--- src/rtl/i2c_slave_regfile.sv ---
// ---------------------------------------------------------------------------
// i2c_slave_regfile
//
// I2C target that oversamples SCL/SDA on the system clock, decodes START,
// STOP and repeated START, acknowledges its own 7-bit address and exposes a
// byte-wide register file with an auto-incrementing register pointer.
//
// Frames handled:
//   write : S, ADDR+W, REG, DATA.., P
//   read  : S, ADDR+W, REG, Sr, ADDR+R, DATA.., P
//           (S, ADDR+R, DATA.., P reads from the current pointer)
//
// Ports:
//   clk         system clock; each SCL phase must span at least 4 clk
//   reset_n     asynchronous active-low reset
//   scl_in      I2C clock from the bus (asynchronous)
//   sda_in      I2C data from the bus (asynchronous)
//   sda_oe      1 = pull SDA low, 0 = release the line
//   host_addr   local read index into the register file
//   host_rdata  register byte at host_addr (combinational)
//   wr_pulse    one-clk strobe when a byte is written from the bus
//   wr_addr     register index written, valid with wr_pulse
//   wr_data     byte written, valid with wr_pulse
//   busy        high from an addressed START until STOP or an address NACK
// ---------------------------------------------------------------------------
module i2c_slave_regfile #(
    parameter logic [6:0] SLAVE_ADDR = 7'h50,
    parameter int         REG_AW     = 4,
    parameter logic [7:0] RESET_VAL  = 8'h00
) (
    input  logic              clk,
    input  logic              reset_n,
    input  logic              scl_in,
    input  logic              sda_in,
    output logic              sda_oe,
    input  logic [REG_AW-1:0] host_addr,
    output logic [7:0]        host_rdata,
    output logic              wr_pulse,
    output logic [REG_AW-1:0] wr_addr,
    output logic [7:0]        wr_data,
    output logic              busy
);

    localparam int DEPTH = 1 << REG_AW;

    localparam logic [2:0] ST_IDLE  = 3'd0;
    localparam logic [2:0] ST_ADDR  = 3'd1;
    localparam logic [2:0] ST_REG   = 3'd2;
    localparam logic [2:0] ST_WDATA = 3'd3;
    localparam logic [2:0] ST_RDATA = 3'd4;

    logic              scl_s1, scl_s2, scl_d;
    logic              sda_s1, sda_s2, sda_d;
    logic              scl_rise, scl_fall, start_det, stop_det;

    logic [2:0]        state;
    logic [3:0]        bit_cnt;
    logic [7:0]        shift_reg;
    logic [7:0]        byte_in;
    logic              rw;
    logic [REG_AW-1:0] pointer;
    logic [REG_AW-1:0] ptr_next;
    logic [7:0]        regfile [DEPTH];

    // Two-flop synchronisers plus one history flop per line. They reset to 1
    // (idle bus level) so that reset release on an idle bus creates no edge.
    always_ff @(posedge clk or negedge reset_n) begin
        if (!reset_n) begin
            scl_s1 <= 1'b1;
            scl_s2 <= 1'b1;
            scl_d  <= 1'b1;
            sda_s1 <= 1'b1;
            sda_s2 <= 1'b1;
            sda_d  <= 1'b1;
        end else begin
            scl_s1 <= scl_in;
            scl_s2 <= scl_s1;
            scl_d  <= scl_s2;
            sda_s1 <= sda_in;
            sda_s2 <= sda_s1;
            sda_d  <= sda_s2;
        end
    end

    // Bus events: SDA may only change while SCL is low, so an SDA edge seen
    // with SCL high on both sides of it is a START or a STOP.
    assign scl_rise  =  scl_s2 & ~scl_d;
    assign scl_fall  = ~scl_s2 &  scl_d;
    assign start_det =  scl_s2 &  scl_d &  sda_d & ~sda_s2;
    assign stop_det  =  scl_s2 &  scl_d & ~sda_d &  sda_s2;

    assign byte_in    = {shift_reg[6:0], sda_s2};
    assign ptr_next   = pointer + REG_AW'(1);
    assign host_rdata = regfile[host_addr];

    // Protocol engine. bit_cnt counts the SCL rises of the current 9-bit
    // slot: 0..7 are data bits, 8 means the byte is complete and the next
    // rise is the acknowledge bit. In the write direction SDA is pulled low
    // for the ACK slot only while the byte was accepted (a mismatched
    // address leaves ADDR before the ACK slot). In RDATA the shift register
    // is shifted on every rise so its MSB is always the next bit to drive.
    always_ff @(posedge clk or negedge reset_n) begin
        if (!reset_n) begin
            state     <= ST_IDLE;
            bit_cnt   <= 4'd0;
            shift_reg <= 8'h00;
            rw        <= 1'b0;
            pointer   <= '0;
            sda_oe    <= 1'b0;
            busy      <= 1'b0;
            wr_pulse  <= 1'b0;
            wr_addr   <= '0;
            wr_data   <= 8'h00;
            for (int i = 0; i < DEPTH; i++) begin
                regfile[i] <= RESET_VAL;
            end
        end else begin
            wr_pulse <= 1'b0;
            if (stop_det) begin
                state   <= ST_IDLE;
                bit_cnt <= 4'd0;
                sda_oe  <= 1'b0;
                busy    <= 1'b0;
            end else if (start_det) begin
                state   <= ST_ADDR;
                bit_cnt <= 4'd0;
            end else if (state != ST_IDLE) begin
                if (scl_rise) begin
                    if (bit_cnt != 4'd8) begin
                        shift_reg <= byte_in;
                        bit_cnt   <= bit_cnt + 4'd1;
                        if (bit_cnt == 4'd7) begin
                            case (state)
                                ST_ADDR: begin
                                    if (byte_in[7:1] == SLAVE_ADDR) begin
                                        busy <= 1'b1;
                                        rw   <= byte_in[0];
                                    end else begin
                                        busy    <= 1'b0;
                                        state   <= ST_IDLE;
                                        bit_cnt <= 4'd0;
                                    end
                                end
                                ST_REG: begin
                                    pointer <= byte_in[REG_AW-1:0];
                                end
                                ST_WDATA: begin
                                    regfile[pointer] <= byte_in;
                                    wr_pulse         <= 1'b1;
                                    wr_addr          <= pointer;
                                    wr_data          <= byte_in;
                                    pointer          <= ptr_next;
                                end
                                default: begin
                                end
                            endcase
                        end
                    end else begin
                        bit_cnt <= 4'd0;
                        case (state)
                            ST_ADDR: begin
                                if (rw) begin
                                    state     <= ST_RDATA;
                                    shift_reg <= regfile[pointer];
                                end else begin
                                    state <= ST_REG;
                                end
                            end
                            ST_REG: begin
                                state <= ST_WDATA;
                            end
                            ST_RDATA: begin
                                pointer <= ptr_next;
                                if (!sda_s2) begin
                                    shift_reg <= regfile[ptr_next];
                                end else begin
                                    state  <= ST_IDLE;
                                    sda_oe <= 1'b0;
                                end
                            end
                            default: begin
                            end
                        endcase
                    end
                end else if (scl_fall) begin
                    if (state == ST_RDATA) begin
                        sda_oe <= (bit_cnt == 4'd8) ? 1'b0 : ~shift_reg[7];
                    end else begin
                        sda_oe <= (bit_cnt == 4'd8);
                    end
                end
            end
        end
    end

endmodule

--- config.mk ---
export PLATFORM = sky130hd
export DESIGN_NAME = i2c_slave_regfile
export DESIGN_NICKNAME = d
export VERILOG_FILES = /design/src/rtl/i2c_slave_regfile.sv
export SDC_FILE = /design/constraint.sdc
export NUM_CORES = 1
export LEC_CHECK = 0
export ABC_AREA = 1
export CORE_UTILIZATION = 50
export DETAILED_ROUTE_END_ITERATION = 10
export PLACE_DENSITY_LB_ADDON = 0.2
export SKIP_CTS_REPAIR_TIMING = 1
export SYNTH_ARGS = -nofsm -noshare
export SYNTH_HDL_FRONTEND = slang
export SYNTH_SLANG_ARGS = --single-unit
--- constraint.sdc ---
create_clock -name clk -period 6.9 [get_ports clk]
set_input_delay 1.38 -clock clk [delete_from_list [all_inputs] [get_ports clk]]
set_output_delay 1.38 -clock clk [all_outputs]
set_load 0.1 [all_outputs]
==> metrics <==
via count 10700; Synth Warn # 0; WL final 35100 µm; Hold Path Class flip-flop to flip-flop; Synth Area in XOR/XNOR 0.240%; syn avg cell area 6.77 µm²; Clock Path Buffers 2; crit start category primary input; HPWL Detailed 23300 µm; Via density 5.75; Die Area 22500 µm²; post-layout net count around 1600; Post-Synthesis Cells 1616; vias in the first global route around 9600; Final ANT Viol Nets 0; Net Count, Synth about 1600; Hold Path End sda_s2$_DFF_PN1_; Worst VDD drop 0.161 mV; crit share post-route about four fifths; DR WL/cell 18.8 µm; failing checks DRC; ranking of synthesized cells by area dfrtp_1 (37%), nand2_1 (19%), nand3_1 (8.6%); Synth Area in Compound Gates 17.2%; residual DRC count 1; first-pass GRT wire length between 50000 and 60000 µm; num rows 53; storage element area between 4000 and 5000 µm²; Fin. Hold Viols 0; IO Port Bufs 30; Clock Skews 0.00765 ns; Fin Setup TNS 0 ns; mux contribution to synthesized area 0.103%; final global-route overflow total 0; Post-synth EDFFs 0; ANT cells 0; post-synthesis adder-cell area fraction 0.915%; largest net degree at the start of global routing 125; max-slew violations 0; top cell type by total area after synthesis dfrtp_1; Power Total 2560 µW; setup violators final 0; commonest non-fill, non-tap cell in the layout nand2_1; fill cell count 2080; most frequent cells in the layout nand2_1 (558), nand3_1 (189), inv_1 (172); Layout area overhead 8.02%; post-synthesis simple-gate area fraction 32.0%; die extent in x 150 µm; Yosys cell types 36; fin cells 1863; P_leak approximately 0.006 µW; most common flop cell mapped by yosys dfrtp_1; R2R Path Start pointer[0]$_DFFE_PN0P_; CP arrival around 4.3 ns; drt initial violations 1557; clock root buffer clkbuf_16; R2R Path End regfile[43]$_DFFE_PN0P_; H-tree Lvls 4; worst-margin pin slew 1.28 ns; sequential share of the synthesized area 38.7%; CTS tree done; Mapped Area roughly 11000 µm²; RSZ-0062 raised after global routing no; Pre-antenna DRT Iters 9; reg2reg setup slack about 3.5 ns; placed cells 1831; share of the synthesized area in the top cell type a little under two fifths; CP Capture Type output pin; largest family of logic cells by synthesized area simple AND/OR/NAND/NOR gates; Max-Slew Margin vs Limit 14.0%; r2r worst-path depth 8; Tmin final ~5.6 ns; Final Util 55.7%; Synth Register Bits 169; Max-Cap Viols 0; PwrDens 217 nW/µm²; Multi-input gate area ~5500 µm²; Core Area between 20000 and 25000 µm²; f_max 0.178 GHz; share of flip-flops with an asynchronous set or reset 100%; share of layout cells above drive strength 1 8.12%; clk_lat worst skew 0.45 ns; placed instance area 11200 µm²; CP Class primary input to output pin; fin area between 10000 and 15000 µm²; max reg flops 128; antenna violations before repair 0; Chip Height 150 µm; Hold Crit Start sda_s1$_DFF_PN1_; clk sinks 169; CP required between 5 and 6 ns; Worst-path clk slew 0.07 ns; IO Count 31; CTS buffer count 17; Max FO, Critical Path 26; Final Wtd Congestion 0.941; GRT Overall Usage 32.8%; worst hold path cell count 0; initial core utilization between 50% and 60%; status complete, but fails checks
==> power breakdown <==
group / total (µW) / switching (µW) / internal (µW)
sequential: 1040 / 16.4 / 1020
combinational: 445 / 374 / 71.4
clock: 1080 / 453 / 626
==> layout make-up <==
cell class,count,area share [%]
Sequential cell,169,35.9
Timing Repair Buffer,47,3.42
Clock buffer,18,3.72
Inverter,177,5.63
Clock inverter,14,1.75
Multi-Input combinational cell,1163,46.7
Tap cell,275,2.91
==> cell families (layout without fill, tap and decap cells) <==
| group | after synthesis | after routing |
|---|---|---|
| simple gates | 821 | 821 |
| compound gates | 330 | 330 |
| buf+inv | 284 | 256 |
| flops | 169 | 169 |
| fa+ha+maj | 8 | 8 |
| xor+xnor | 3 | 3 |
| mux | 1 | 1 |
==> critical path: stages <==
cell and delay, ns:
clkdlybuf4s50_1 0.63, clkinv_1 0.58, nand2_1 0.23, o221ai_1 0.14, nand2_1 0.14, clkdlybuf4s50_1 1.14
==> worst max-delay path by stage <==
stage                            start            end  slack, ns  cells after the start
after floorplan           host_addr[1]  host_rdata[3]       1.16                      6
after global routing      host_addr[2]  host_rdata[6]       1.12                      6
final                     host_addr[2]  host_rdata[6]       1.27                      6
after CTS                 host_addr[2]  host_rdata[6]       1.30                      6
after global placement    host_addr[2]  host_rdata[6]       1.39                      6
after detailed placement  host_addr[2]  host_rdata[6]       1.31                      6
==> routing by layer <==
layer  share of wire [%]  global-route usage [%]
met3                 9.3                    7.32
met2                  44                    49.2
met4                 3.9                    13.9
met1                  43                    45.3
met5                   0                       0
==> cell usage after synthesis, types with 6 or more instances <==
master / n
a21oi_1: 71
buf_1: 14
buf_2: 29
buf_6: 9
clkbuf_1: 54
dfrtp_1: 163
dfstp_2: 6
ha_1: 8
inv_1: 172
nand2_1: 558
nand2_4: 10
nand3_1: 189
nor2_1: 45
o211ai_1: 9
o21ai_0: 142
o21ai_1: 51
o21ai_2: 38
o221ai_1: 14
==> metrics by stage <==
step	setup slack (ns)	hold slack, ns
6_report	1.27	0.358
5_1_grt	1.12	0.362
4_1_cts	1.30	0.360
3_5_place_dp	1.31	0.349
3_3_place_gp	1.39	0.348
2_1_floorplan	1.16	0.345
No activity file was read; power rests on OpenSTA's default activity.
